==> src/rtl/read_only_input_reg_if.sv <==
// System-side bundle for the read-only input register.
// The raw I/O bus travels with the CPU read/status signals.
interface read_only_input_reg_if #(
    parameter int WID_DATA = 32
);
    logic [WID_DATA-1:0] IO_DataIn;
    logic                Sys_RE;
    logic                Sys_IntEn;
    logic [WID_DATA-1:0] Sys_DataOut;
    logic                Sys_Changed;
    logic                Sys_Overrun;
    logic                Sys_IntReq;

    modport master (
        output IO_DataIn,
        output Sys_RE,
        output Sys_IntEn,
        input  Sys_DataOut,
        input  Sys_Changed,
        input  Sys_Overrun,
        input  Sys_IntReq
    );

    modport slave (
        input  IO_DataIn,
        input  Sys_RE,
        input  Sys_IntEn,
        output Sys_DataOut,
        output Sys_Changed,
        output Sys_Overrun,
        output Sys_IntReq
    );
endinterface

==> src/rtl/read_only_input_reg.sv <==
// Synchronizes an async input bus, debounces it over a stability window
// and holds the accepted value with sticky change/overrun status.
module read_only_input_reg #(
    parameter int                  WID_DATA      = 32,
    parameter logic [WID_DATA-1:0] RST_VALUE     = '0,
    parameter int                  STABLE_CYCLES = 4
) (
    input logic            Clock,
    input logic            Reset,
    read_only_input_reg_if.slave sys
);
    localparam int CW = $clog2(STABLE_CYCLES + 1);
    localparam logic [CW-1:0] CNT_MAX = CW'(STABLE_CYCLES);

    logic [WID_DATA-1:0] s1;
    logic [WID_DATA-1:0] s2;
    logic [WID_DATA-1:0] cand;
    logic [WID_DATA-1:0] data_q;
    logic [CW-1:0]       cnt;
    logic                changed_q;
    logic                overrun_q;
    logic                int_req_q;
    logic                capture;

    // s1/s2 form the synchronizer; cand is the value under observation
    always_ff @(posedge Clock) begin
        if (Reset) begin
            s1   <= RST_VALUE;
            s2   <= RST_VALUE;
            cand <= RST_VALUE;
        end else begin
            s1   <= sys.IO_DataIn;
            s2   <= s1;
            cand <= s2;
        end
    end

    always_ff @(posedge Clock) begin
        if (Reset) begin
            cnt <= '0;
        end else if (s2 != cand) begin
            cnt <= '0;
        end else if (cnt < CNT_MAX) begin
            cnt <= cnt + 1'b1;
        end
    end

    // Only a value that differs from the held one raises an event
    assign capture = (cnt == CNT_MAX) && (cand != data_q);

    always_ff @(posedge Clock) begin
        if (Reset) begin
            data_q <= RST_VALUE;
        end else if (capture) begin
            data_q <= cand;
        end
    end

    always_ff @(posedge Clock) begin
        if (Reset) begin
            changed_q <= 1'b0;
            overrun_q <= 1'b0;
            int_req_q <= 1'b0;
        end else begin
            int_req_q <= capture & sys.Sys_IntEn;
            unique case ({capture, sys.Sys_RE})
                2'b11: begin
                    changed_q <= 1'b1;
                    overrun_q <= 1'b0;
                end
                2'b10: begin
                    changed_q <= 1'b1;
                    overrun_q <= overrun_q | changed_q;
                end
                2'b01: begin
                    changed_q <= 1'b0;
                    overrun_q <= 1'b0;
                end
                default: begin
                    changed_q <= changed_q;
                    overrun_q <= overrun_q;
                end
            endcase
        end
    end

    assign sys.Sys_DataOut = data_q;
    assign sys.Sys_Changed = changed_q;
    assign sys.Sys_Overrun = overrun_q;
    assign sys.Sys_IntReq  = int_req_q;
endmodule

==> src/flat_wrapper.sv <==
// flat-port wrapper written by rule: the top's interface ports become plain ports
module read_only_input_reg_flat 
#(
    parameter int                  WID_DATA      = 32,
    parameter logic [WID_DATA-1:0] RST_VALUE     = '0,
    parameter int                  STABLE_CYCLES = 4
)
  (Clock, Reset, sys_IO_DataIn, sys_Sys_RE, sys_Sys_IntEn, sys_Sys_DataOut, sys_Sys_Changed, sys_Sys_Overrun, sys_Sys_IntReq);
  read_only_input_reg_if #(.WID_DATA(WID_DATA)) sys_i ();
  input logic Clock;
  input logic Reset;
  input wire logic [$bits(sys_i.IO_DataIn)-1:0] sys_IO_DataIn;
  input wire logic [$bits(sys_i.Sys_RE)-1:0] sys_Sys_RE;
  input wire logic [$bits(sys_i.Sys_IntEn)-1:0] sys_Sys_IntEn;
  output wire logic [$bits(sys_i.Sys_DataOut)-1:0] sys_Sys_DataOut;
  output wire logic [$bits(sys_i.Sys_Changed)-1:0] sys_Sys_Changed;
  output wire logic [$bits(sys_i.Sys_Overrun)-1:0] sys_Sys_Overrun;
  output wire logic [$bits(sys_i.Sys_IntReq)-1:0] sys_Sys_IntReq;
  assign sys_i.IO_DataIn = sys_IO_DataIn;
  assign sys_i.Sys_RE = sys_Sys_RE;
  assign sys_i.Sys_IntEn = sys_Sys_IntEn;
  assign sys_Sys_DataOut = sys_i.Sys_DataOut;
  assign sys_Sys_Changed = sys_i.Sys_Changed;
  assign sys_Sys_Overrun = sys_i.Sys_Overrun;
  assign sys_Sys_IntReq = sys_i.Sys_IntReq;
  read_only_input_reg #(.WID_DATA(WID_DATA), .RST_VALUE(RST_VALUE), .STABLE_CYCLES(STABLE_CYCLES)) u_core (.Clock(Clock), .Reset(Reset), .sys(sys_i));
endmodule
==> config.mk <==
export PLATFORM = sky130hd
export DESIGN_NAME = read_only_input_reg_flat
export DESIGN_NICKNAME = d
export VERILOG_FILES = /design/src/rtl/read_only_input_reg_if.sv /design/src/rtl/read_only_input_reg.sv /design/src/flat_wrapper.sv
export SDC_FILE = /design/constraint.sdc
export NUM_CORES = 1
export LEC_CHECK = 0
export BUFFER_PORTS_ARGS = -buffer_cell sky130_fd_sc_hd__clkbuf_2
export CORE_ASPECT_RATIO = 1.25
export CORE_MARGIN = 3
export CORE_UTILIZATION = 50
export CTS_CLUSTER_SIZE = 25
export DETAILED_ROUTE_END_ITERATION = 12
export PLACE_DENSITY = 0.67
export SKIP_CTS_REPAIR_TIMING = 1
export SYNTH_ARGS = -nofsm -noshare
export SYNTH_HDL_FRONTEND = slang
export SYNTH_SLANG_ARGS = --single-unit
export TNS_END_PERCENT = 10
==> constraint.sdc <==
create_clock -name Clock -period 2.3 [get_ports Clock]
set_clock_uncertainty 0.1 [all_clocks]
set_input_delay 0.46 -clock Clock [delete_from_list [all_inputs] [get_ports Clock]]
set_output_delay 0.46 -clock Clock [all_outputs]
set_load 0.01 [all_outputs]
After elaboration in Yosys (flattened, before gate mapping):

Cells that the tools add are included.

* register bits: 134
* input port bits: 36
* output and inout port bits: 35
* word-level logic and storage cells: 26

* $add $sub $neg: 1
* order comparisons: 1
* equal/unequal tests: 6
* muxes and demuxes: 2
* bitwise operators: 2
* reductions and logical operators: 6

Operators by type and width (count)
* 32-bit inequality test: 2
* 2-bit OR reduction: 3
* 2-bit == test (second input constant): 2
* 1-bit case mux with 2 select lines: 2
* 2-bit nonzero test: 2
* 3-bit by 1-bit adder with 3-bit output (second input constant): 1
* 3-bit == test (second input constant): 1
* 3-bit less-than comparator (second input constant): 1
* 2-bit by 1-bit == test with 1-bit output (second input constant): 1
* 1-bit AND: 1
* 1-bit logical AND: 1
* 1-bit bitwise OR: 1

Depth between registers and ports, before layout:

Gate-level depths: netlist of the first run.

* depth after elaboration: 5
* gate-level depth with buffers: 6
* mapped depth without buffers: 5

Worst setup path after synthesis of the first run:

Ideal clock, no wire load.

* path kind: reg-to-reg
* from: reg u_core.data_q[4], in the netlist u_core.sys.Sys_DataOut[4]
* to: reg u_core.data_q[10], in the netlist u_core.sys.Sys_DataOut[10]
* setup time: 0.120 ns
* data arrival time: 1.418 ns
* required time: 2.080 ns
* path slack: 0.663 ns
* stages on the path, launching flop included: 7
* path buffers: 1
* period minus slack after synthesis: 1.637 ns
* path through: dfxtp_1 -> xnor2_1 -> nand4_1 -> nor4_1 -> a21oi_2 -> buf_6 -> mux2i_1

* cells in the longest elaborated chain, start to end: 2

Ends and longest elaborated chain
* from (decl): line read_only_input_reg.sv:18 `logic [WID_DATA-1:0] data_q;`
* from (signal assigned): line read_only_input_reg.sv:55 `data_q <= cand;`
* 32-bit inequality test: line read_only_input_reg.sv:49 `assign capture = (cnt == CNT_MAX) && (cand != data_q);`
* 1-bit logical AND: line read_only_input_reg.sv:49

No other way between the ends.
A chain may end at the register's enable or synchronous reset.

Worst setup path after layout of the first run:

* from: reg u_core.data_q[4], in the netlist u_core.sys.Sys_DataOut[4]
* to: reg u_core.data_q[15], in the netlist u_core.sys.Sys_DataOut[15]

Same word-level chain as after synthesis.

==> reports/results.tsv, run 1 <==
stage	metric	value	unit
floorplan	area of the core	9370	um^2
floorplan	Die Span Y	117	um
global_routing	global-route wire length before repair	14900	um
placed_design	gpl congestion	0.795	
clock_tree	Sink Count	134	
clock_tree	Max Buffers Root-to-Sink	2	
placed_design	I/O Buffers	70	
timing	RSZ-0062 raised after global routing	no	
layout	Final #Nets	569	
worst_setup_path	crit end category	flip-flop	
clock_tree	Reg clk slew, reported paths	0.06	ns
routing	drc violations	0	
layout	area of the multi-input gates	2140	um^2
routing	number of vias per cell	4.67	
global_routing	Overflow after GRT	0	
routing	post-DR wirelength/cell	14.1	um
placed_design	Placed Cells	635	
layout	Seq. cell area	2680	um^2
floorplan	Die W	94.7	um
global_routing	largest net degree at the start of global routing	61	
floorplan	# IOs	71	
synthesis	complex-gate fraction of the synthesized area	0.559	%
synthesis	post-synthesis adder-cell area fraction	0.509	%
power_and_ir_drop	Lkg Pwr	2.29	nW
worst_setup_path	Worst Reg-to-Reg Cells	6	
min_path	HP Class	input pin to flip-flop	
layout	Layout Cells excl Fill	667	
synthesis	cell count after synthesis	451	
layout	antenna diode count	0	
floorplan	DIE AREA	11100	um^2
worst_setup_path	Slowest cell on crit path	nor4_1	
worst_setup_path	CP arrival	2.20	ns
global_routing	initial antenna violation count	0	
synthesis	largest area contributor in the netlist	dfxtp_1	
synthesis	largest family of logic cells by synthesized area	simple AND/OR/NAND/NOR gates	
job	max cap viols	0	
routing	ANT nets after route	0	
clock_tree	H-tree depth	4	
timing	Slew Viols, Final	0	
worst_setup_path	critical path's largest stage delay	0.51	ns
routing	detailed-router iteration count before antenna repair	4	
timing	Slew @ Worst Pin	0.520	ns
floorplan	initial core utilization	52.5	%
timing	final setup TNS	0	ns
worst_setup_path	critical path class	flip-flop to flip-flop	
power_and_ir_drop	Pwr Total	5.40	mW
worst_setup_path	Startpoint Class	flip-flop	
worst_setup_path	worst path required time	2.48	ns
global_routing	number of global-route vias before repair	3002	
power_and_ir_drop	VDD IR max	0.490	mV
timing	maximum clock frequency	0.495	GHz
layout	share of layout cells above drive strength 1	21.0	%
layout	fill count	802	
synthesis	post-synth top area share	54.5	%
synthesis	register bit count reported by yosys	134	
worst_setup_path	critical-path cell list	xnor2_1 > nand4_1 > nor4_1 > a21oi_4 > buf_4 > mux2i_1	
synthesis	Post-Syn Area	4920	um^2
routing	initial drt markers	158	
clock_tree	latest clock arrival within the worst-skew pair	0.41	ns
synthesis	Yosys cell types	21	
synthesis	Syn Area/Cell	10.9	um^2
clock_tree	total CTS buffers	17	
synthesis	top cells by area, synth	dfxtp_1 55%, nor2b_1 12%, xnor2_1 11%	
timing	Final Hold Vio Count	0	
synthesis	Synth Area in XOR/XNOR	11.6	%
min_path	hold path cells	2	
routing	vias	3114	
placed_design	detailed placement HPWL	6800	um
floorplan	Rows	39	
clock_tree	Root Driver	clkbuf_16	
synthesis	sequential area share after synthesis	54.5	%
timing	Final min period	2.02	ns
timing	max_slew headroom	65.3	%
routing	total wire length	9420	um
timing	Hold WS	0.157	ns
synthesis	yosys warns	0	
synthesis	Synth Area in Simple Gates	23.9	%
synthesis	multiplexer share of the synthesized area	6.71	%
timing	fin crit share	87.8	%
run_status	status	completed	
worst_setup_path	critical-path maximum fanout	23	
synthesis	post-synthesis net count	489	
power_and_ir_drop	P per Cell Area	893	nW/um^2
layout	area delta synth->final	22.9	%
global_routing	all-layer global routing usage	18.1	%
clock_tree	TritonCTS clock tree	done	
timing	setup violators final	0	
-- per-layer routing --
metal	vias up	part of all wire (%)	wire length, um	track usage [%]
met5	-	0	0	0
met4	0	1.5	146	7.22
met3	12	3.9	366	5.05
met2	62	47	4470	29.2
met1	1445	47	4430	23.0
li1	1595	-	-	-
-- layout make-up --
class	instances	area share, %
clock buffer	21	7.62
tap	123	2.55
timing repair buffer	82	7.53
sequential	134	44.4
inverter	2	0.124
multi-input combinational	294	35.3
clock inverter	11	2.46
-- layout by cell type (no fill, tap or decap), drive strengths merged --
cell type	count
a21oi	1
a22o	1
and2	1
and3b	1
buf	13
bufinv	3
clkbuf	90
clkinv	4
clkinvlp	3
dfxtp	134
ha	2
inv	3
mux2i	33
nand2	1
nand2b	64
nand3	2
nand4	15
nor2	5
nor2b	97
nor3	2
nor4	3
o21ba	1
xnor2	63
xor2	2
-- sequential cells by signal (all words and copies together), names as in the netlist --
register / cells
u_core.cand: 32
u_core.cnt: 3
u_core.s1: 32
u_core.s2: 32
u_core.sys.Sys_Changed: 1
u_core.sys.Sys_DataOut: 32
u_core.sys.Sys_IntReq: 1
u_core.sys.Sys_Overrun: 1
-- stage by stage --
stage          utilization, %  cell area [um^2]  worst slack (ns)
2_1_floorplan               -              4920             0.663
3_3_place_gp             58.0              5440             0.312
3_5_place_dp             58.0              5440             0.312
4_1_cts                  64.5              6050             0.285
5_1_grt                  64.5              6050             0.131
6_report                 64.5              6050             0.280
-- synthesized netlist by cell type --
cell	n
nand3_1	2
nor3_1	2
xor2_1	2
nor4_1	3
o21ba_2	1
nand2b_1	64
a21oi_2	1
nor2_1	5
dfxtp_1	134
buf_6	3
a22o_1	1
inv_1	2
mux2i_1	33
ha_1	2
nand4_1	15
and2_1	1
clkbuf_1	18
and3b_1	1
xnor2_1	63
nor2b_1	97
nand2_1	1
-- cells by family (layout without fill, tap and decap cells) --
logic type | Yosys count | after routing
simple gates | 191 | 191
fa+ha+maj | 2 | 2
xor+xnor | 65 | 65
mux | 33 | 33
flops | 134 | 134
compound gates | 3 | 3
buf+inv | 23 | 116
-- worst max-delay path, delay by kind of cell (launching register included) --
| kind | cells | cell delay, ns |
|---|---|---|
| AND/OR/NAND/NOR | 2 | 0.65 |
| multiplexers | 1 | 0.17 |
| AO/OA/AOI/OAI | 1 | 0.11 |
| buffers and inverters | 1 | 0.28 |
| flip-flops | 1 | 0.34 |
| XOR/XNOR | 1 | 0.24 |
-- power breakdown --
part	total, mW	switching, mW	internal, mW
sequential	2.43	0.0388	2.39
combinational	0.233	0.101	0.132
clock	2.74	0.972	1.76
-- worst paths after layout --
kind | startpoint | slack (ns) | end
hold / removal | sys_IO_DataIn[17] | 0.16 | u_core.s1[17]
setup / recovery | u_core.sys.Sys_DataOut[4] | 0.28 | u_core.sys.Sys_DataOut[15]
setup reg to reg | u_core.sys.Sys_DataOut[4] | 0.28 | u_core.sys.Sys_DataOut[15]
hold reg to reg | u_core.s1[22] | 0.33 | u_core.s2[22]
Power figures use the tool's default switching activity.
==> run 2: changes to the inputs <==
--- a/config.mk
+++ b/config.mk
@@ -6,12 +6,14 @@
 export NUM_CORES = 1
 export LEC_CHECK = 0
 export BUFFER_PORTS_ARGS = -buffer_cell sky130_fd_sc_hd__clkbuf_2
+export CAP_MARGIN = 0
 export CORE_ASPECT_RATIO = 1.25
 export CORE_MARGIN = 3
 export CORE_UTILIZATION = 50
+export CTS_BUF_LIST = sky130_fd_sc_hd__clkbuf_16
 export CTS_CLUSTER_SIZE = 25
 export DETAILED_ROUTE_END_ITERATION = 12
-export PLACE_DENSITY = 0.67
+export PLACE_DENSITY = 0.8
 export SKIP_CTS_REPAIR_TIMING = 1
 export SYNTH_ARGS = -nofsm -noshare
 export SYNTH_HDL_FRONTEND = slang
==> run 2 against run 1 <==
Against the previous run:
- sequential power is essentially flat
- critical path depth stayed put
- clock power is 14% lower
- worst hold slack lost 0.0064 ns
- register-to-register slack improved by 0.05 ns
- sequential share of layout area increased by 0.97 points
- first-iteration DRC count down 18%
- critical path type unchanged
==> reports/results.tsv, run 2 (synthesized netlist as in run 1, its figures left out) <==
stage	metric	value	unit	change
timing	Final Hold Vio Count	0		unchanged
worst_setup_path	critical path's largest stage delay	0.48	ns	was 0.51 ns
power_and_ir_drop	Internal Power	3.96	mW	was 4.29 mW
placed_design	I/O Buffers	70		unchanged
routing	detailed-router iteration count before antenna repair	4		unchanged
worst_setup_path	WP depth	6		unchanged
routing	drc violations	0		unchanged
routing	ANT nets after route	0		unchanged
placed_design	gpl congestion	0.781		was 0.795
worst_setup_path	critical path's top delay family	simple AND/OR/NAND/NOR gates		unchanged
layout	share of layout cells above drive strength 1	19.3	%	was 21.0%
clock_tree	Root Driver	clkbuf_16		unchanged
timing	setup violators final	0		unchanged
job	max cap viols	0		unchanged
routing	initial drt markers	129		was 158
floorplan	Die W	94.7	um	unchanged
layout	Seq. cell area	2680	um^2	unchanged
global_routing	number of global-route vias before repair	3003		was 3,002
layout	area delta synth->final	20.2	%	was 22.9%
floorplan	area of the core	9370	um^2	unchanged
worst_setup_path	critical-path cell list	xnor2_1 > nand4_1 > nor4_1 > a21oi_4 > buf_4 > mux2i_1		unchanged
worst_setup_path	Critical Path End	u_core.sys.Sys_DataOut[27]		was u_core.sys.Sys_DataOut[15]
worst_setup_path	worst setup path start	u_core.sys.Sys_DataOut[22]		was u_core.sys.Sys_DataOut[4]
clock_tree	H-tree depth	4		unchanged
layout	antenna diode count	0		unchanged
clock_tree	Max Buffers Root-to-Sink	2		unchanged
power_and_ir_drop	Net Switching	1.06	mW	was 1.11 mW
worst_setup_path	crit end category	flip-flop		unchanged
worst_setup_path	CP arrival	2.16	ns	was 2.20 ns
power_and_ir_drop	part of the power in registers	48.4	%	was 45.0%
placed_design	detailed placement HPWL	6560	um	was 6800 um
routing	post-DR wirelength/cell	14.0	um	was 14.1 um
global_routing	initial antenna violation count	0		unchanged
timing	final setup TNS	0	ns	unchanged
power_and_ir_drop	P per Cell Area	849	nW/um^2	was 893 nW/um^2
timing	Slew @ Worst Pin	0.576	ns	was 0.520 ns
power_and_ir_drop	VDD IR max	0.582	mV	was 0.490 mV
global_routing	global-route wire length before repair	14600	um	was 14,900 um
worst_setup_path	Reg2Reg Setup Slack	0.33	ns	was 0.28 ns
routing	vias	3144		was 3,114
layout	Final #Nets	563		was 569
run_status	status	completed		unchanged
layout	most common cell after layout, fill and taps aside	dfxtp_1		unchanged
timing	RSZ-0062 raised after global routing	no		unchanged
clock_tree	Reg clk slew, reported paths	0.05	ns	was 0.06 ns
power_and_ir_drop	Logic pwr share	4.5	%	was 4.3%
global_routing	largest net degree at the start of global routing	70		was 61
worst_setup_path	worst path required time	2.49	ns	was 2.48 ns
routing	total wire length	9230	um	was 9420 um
floorplan	DIE AREA	11100	um^2	unchanged
clock_tree	TritonCTS clock tree	done		unchanged
power_and_ir_drop	clock share of power	47.1	%	was 50.7%
global_routing	all-layer global routing usage	17.9	%	was 18.1%
timing	fin crit share	85.6	%	was 87.8%
layout	commonest non-fill, non-tap cells in the layout	134 x dfxtp_1, 97 x nor2b_1, 69 x clkbuf_2, 64 x nand2b_1, 63 x xnor2_1		unchanged
layout	fill count	734		was 802
worst_setup_path	Worst Reg-to-Reg Cells	6		unchanged
worst_setup_path	worst reg2reg path startpoint	u_core.sys.Sys_DataOut[22]		was u_core.sys.Sys_DataOut[4]
clock_tree	total CTS buffers	17		unchanged
worst_setup_path	critical path class	flip-flop to flip-flop		unchanged
routing	number of vias per cell	4.76		was 4.67
timing	maximum clock frequency	0.508	GHz	was 0.495 GHz
worst_setup_path	Startpoint Class	flip-flop		unchanged
global_routing	Overflow after GRT	0		unchanged
placed_design	Area after DPL	5390	um^2	was 5440 um^2
worst_setup_path	FF-to-FF End	u_core.sys.Sys_DataOut[27]		was u_core.sys.Sys_DataOut[15]
floorplan	initial core utilization	52.5	%	unchanged
floorplan	Rows	39		unchanged
floorplan	Die Span Y	117	um	unchanged
timing	max_slew headroom	61.6	%	was 65.3%
timing	Final min period	1.97	ns	was 2.02 ns
clock_tree	Sink Count	134		unchanged
worst_setup_path	Worst Path Buf+Inv	1		unchanged
timing	Slew Viols, Final	0		unchanged
power_and_ir_drop	switching share of power	21.1	%	was 20.6%
min_path	hold path cells	2		unchanged
power_and_ir_drop	Lkg Pwr	2.24	nW	was 2.29 nW
layout	cell area after layout	5920	um^2	was 6050 um^2
clock_tree	latest clock arrival within the worst-skew pair	0.41	ns	about the same
floorplan	# IOs	71		unchanged
min_path	HP Class	input pin to flip-flop		unchanged
layout	area of the multi-input gates	2140	um^2	unchanged
worst_setup_path	critical-path maximum fanout	16		was 23
worst_setup_path	Slowest cell on crit path	nor4_1		unchanged
==> run 2: cell count changes in the layout (fill, tap and decap cells not counted) <==
cell       delta
buf_4         -6
clkinv_2      +3
clkbuf_8      -2
inv_6         -1
clkbuf_1      -2
inv_1         +4
clkinv_1      +2
clkinv_4      -2
bufinv_16     -2
==> run 2: stage by stage <==
| step | hold WS [ns] | util, % | power, mW | instances | setup WS (ns) |
|---|---|---|---|---|---|
| 5_1_grt | 0.147 | 63.2 | 5.21 | 661 | 0.239 |
| 2_1_floorplan | 0.314 | - | 2.63 | 451 | 0.663 |
| 3_3_place_gp | 0.318 | 57.5 | 2.70 | 629 | 0.354 |
| 4_1_cts | 0.139 | 63.2 | 5.07 | 661 | 0.329 |
| 6_report | 0.151 | 63.2 | 5.03 | 661 | 0.331 |
| 3_5_place_dp | 0.321 | 57.5 | 2.71 | 629 | 0.321 |
==> run 2: worst min-delay path by stage <==
| stage | start | to | slack, ns |
|---|---|---|---|
| 3_3_place_gp | u_core.s1[5] | u_core.s2[5] | 0.32 |
| 5_1_grt | sys_IO_DataIn[3] | u_core.s1[3] | 0.15 |
| 6_report | sys_IO_DataIn[0] | u_core.s1[0] | 0.15 |
| 3_5_place_dp | u_core.s1[31] | u_core.s2[31] | 0.32 |
| 2_1_floorplan | u_core.s1[0] | u_core.s2[0] | 0.31 |
| 4_1_cts | sys_IO_DataIn[0] | u_core.s1[0] | 0.14 |
==> run 2: power groups by stage <==
stage,Clock [mW],Sequential [mW],Combinational [mW]
2_1_floorplan,0,2.47,0.160
3_3_place_gp,0,2.48,0.227
3_5_place_dp,0,2.48,0.230
4_1_cts,2.40,2.43,0.232
5_1_grt,2.52,2.44,0.251
6_report,2.37,2.43,0.228
==> run 2: worst reg2reg max path, delay by kind of cell, from the launching register on <==
kind | cells | cell delay, ns
AOI/OAI and AO/OA | 1 | 0.18
xor gates and xnor gates | 1 | 0.22
buffers and inverters | 1 | 0.26
DFF | 1 | 0.33
muxes | 1 | 0.16
and+or+nand+nor | 2 | 0.60
==> run 2: layer usage <==
metal	up-vias	wire, um	global-route usage [%]
met3	28	431	5.95
met5	-	0	0
li1	1591	-	-
met1	1437	3960	20.2
met2	88	4500	28.9
met4	0	346	11.8
==> run 2: area by class of cell <==
class,instances,area share (%)
well taps,123,2.60
flip-flops and latches,134,45.3
multi-input cells,294,36.1
repair buffers,76,6.94
clock inverters,15,1.69
clock buffers,17,7.19
inverters,2,0.127
==> run 3: changes to the inputs <==
==> constraint.sdc (replaced) <==
create_clock -name Clock -period 1.91 [get_ports Clock]
set_clock_uncertainty 0.1 [all_clocks]
set_input_delay 0.382 -clock Clock [delete_from_list [all_inputs] [get_ports Clock]]
set_output_delay 0.382 -clock Clock [all_outputs]
set_load 0.01 [all_outputs]
==> run 3 against run 2 <==
Against the previous run:
- critical path depth rose by 1
- first-iteration DRC count rose by 12%
- sequential power rose by 21%
- via count rose by 0.70%
- utilization rose by 2.9 points
- largest power group is now the clock network
==> reports/results.tsv, run 3 (synthesized netlist as in run 1, its figures left out) <==
stage	metric	value	unit	change
floorplan	Rows	39		unchanged
layout	most common cell after layout, fill and taps aside	dfxtp_1		unchanged
routing	post-DR wirelength/cell	14.4	um	was 14.0 um
worst_setup_path	crit end category	flip-flop		unchanged
clock_tree	total CTS buffers	17		unchanged
timing	post-route setup slack	0.0689	ns	was 0.331 ns
clock_tree	Root Driver	clkbuf_16		unchanged
layout	Final #Nets	575		was 563
power_and_ir_drop	VDD IR max	0.761	mV	was 0.582 mV
clock_tree	TritonCTS clock tree	done		unchanged
timing	max_slew headroom	67.9	%	was 61.6%
placed_design	Place WS	-0.0302	ns	was 0.321 ns
worst_setup_path	critical-path cell list	xnor2_2 > nand4_1 > nor4_2 > buf_4 > a21oi_4 > buf_12 > mux2i_1		was xnor2_1 > nand4_1 > nor4_1 > a21oi_4 > buf_4 > mux2i_1
floorplan	DIE AREA	11100	um^2	unchanged
timing	Hold WS	0.0731	ns	was 0.151 ns
timing	Final min period	1.84	ns	was 1.97 ns
routing	detailed-router iteration count before antenna repair	4		unchanged
layout	final core area utilization	66.0	%	was 63.2%
layout	antenna diode count	0		unchanged
min_path	HP Class	input pin to flip-flop		unchanged
global_routing	largest net degree at the start of global routing	46		was 70
placed_design	Placed Cells	637		was 629
routing	ANT nets after route	0		unchanged
worst_setup_path	critical path's top delay family	simple AND/OR/NAND/NOR gates		unchanged
global_routing	Overflow after GRT	0		unchanged
timing	maximum clock frequency	0.543	GHz	was 0.508 GHz
layout	area delta synth->final	25.7	%	was 20.2%
worst_setup_path	CP arrival	2.04	ns	was 2.16 ns
global_routing	all-layer global routing usage	18.7	%	was 17.9%
worst_setup_path	critical path's largest stage delay	0.34	ns	was 0.48 ns
worst_setup_path	Worst Reg-to-Reg Cells	7		was 6
placed_design	detailed placement HPWL	6790	um	was 6560 um
floorplan	initial core utilization	52.5	%	unchanged
global_routing	global-route wire length before repair	15300	um	was 14,600 um
floorplan	Die W	94.7	um	unchanged
clock_tree	Max Buffers Root-to-Sink	2		unchanged
global_routing	initial antenna violation count	0		unchanged
routing	vias	3166		was 3,144
worst_setup_path	critical-path maximum fanout	13		was 16
placed_design	I/O Buffers	70		unchanged
power_and_ir_drop	P per Cell Area	1040	nW/um^2	was 849 nW/um^2
global_routing	number of global-route vias before repair	3097		was 3,003
routing	total wire length	9690	um	was 9230 um
timing	Slew @ Worst Pin	0.482	ns	was 0.576 ns
worst_setup_path	Startpoint Class	flip-flop		unchanged
worst_setup_path	Worst Path Buf+Inv	2		was 1
placed_design	gpl congestion	0.890		was 0.781
min_path	Hold Crit Endpoint	u_core.s1[28]		was u_core.s1[0]
timing	Final Hold Vio Count	0		unchanged
worst_setup_path	worst path required time	2.11	ns	was 2.49 ns
layout	commonest non-fill, non-tap cells in the layout	128 x dfxtp_1, 97 x nor2b_1, 69 x clkbuf_2, 64 x nand2b_1, 59 x xnor2_1		was 134 x dfxtp_1, 97 x nor2b_1, 69 x clkbuf_2, 64 x nand2b_1, 63 x xnor2_1
timing	setup violators final	0		unchanged
clock_tree	Sink Count	134		unchanged
run_status	status	completed		unchanged
worst_setup_path	Reg2Reg Setup Slack	0.07	ns	was 0.33 ns
min_path	Hold Crit Start	sys_IO_DataIn[28]		was sys_IO_DataIn[0]
floorplan	# IOs	71		unchanged
routing	initial drt markers	145		was 129
layout	fill count	722		was 734
clock_tree	latest clock arrival within the worst-skew pair	0.41	ns	about the same
timing	Slew Viols, Final	0		unchanged
worst_setup_path	critical path class	flip-flop to flip-flop		unchanged
timing	fin crit share	96.4	%	was 85.6%
worst_setup_path	worst reg2reg path startpoint	u_core.sys.Sys_DataOut[22]		unchanged
worst_setup_path	Slowest cell on crit path	dfxtp_2		was nor4_1
routing	drc violations	0		unchanged
clock_tree	H-tree depth	4		unchanged
min_path	hold path cells	2		unchanged
worst_setup_path	FF-to-FF End	u_core.sys.Sys_DataOut[10]		was u_core.sys.Sys_DataOut[27]
power_and_ir_drop	Lkg Pwr	2.36	nW	was 2.24 nW
job	max cap viols	0		unchanged
layout	Layout Cells excl Fill	673		was 661
worst_setup_path	WP depth	7		was 6
routing	number of vias per cell	4.70		was 4.76
layout	share of layout cells above drive strength 1	23.8	%	was 19.3%
timing	RSZ-0062 raised after global routing	no		unchanged
clock_tree	Reg clk slew, reported paths	0.06	ns	was 0.05 ns
timing	final setup TNS	0	ns	unchanged
floorplan	area of the core	9370	um^2	unchanged
floorplan	Die Span Y	117	um	unchanged
-- run 3: worst max path at each step --
stage,startpoint,end,slack (ns)
detailed placement,u_core.sys.Sys_DataOut[22],u_core.sys.Sys_DataOut[25],-0.03
global placement,u_core.sys.Sys_DataOut[23],u_core.sys.Sys_DataOut[3],0.06
global route,u_core.sys.Sys_DataOut[22],u_core.sys.Sys_DataOut[25],0.01
finish,u_core.sys.Sys_DataOut[22],u_core.sys.Sys_DataOut[10],0.07
CTS,u_core.sys.Sys_DataOut[22],u_core.sys.Sys_DataOut[25],-0.07
floorplan,u_core.sys.Sys_DataOut[4],u_core.sys.Sys_DataOut[10],0.27
-- run 3: cell type report --
class	count	area, um^2	share of cell area (%)
clock inverter	15	164	2.65
multi-input combinational	295	2190	35.4
tap	123	154	2.49
clock buffer	17	425	6.88
sequential	134	2690	43.5
timing repair buffer	87	556	8.98
inverter	2	7.51	0.121
-- run 3: report_power, final --
part           switching, mW  internal (mW)  total [mW]
logic                  0.134          0.171       0.305
clock network           1.16           2.03        3.19
registers             0.0495           2.88        2.93
total                   1.34           5.08        6.43
-- run 3: routing by layer --
metal,global-route usage (%),share of wire [%]
met1,22.7,43
met2,29.6,49
met3,7.61,5.6
met4,7.31,2.3
met5,0,0
-- run 3: through the flow --
stage	total power [mW]	area, um^2
2_1_floorplan	3.16	4920
3_3_place_gp	3.27	5510
3_5_place_dp	3.28	5510
4_1_cts	6.46	6100
5_1_grt	6.66	6180
6_report	6.43	6180
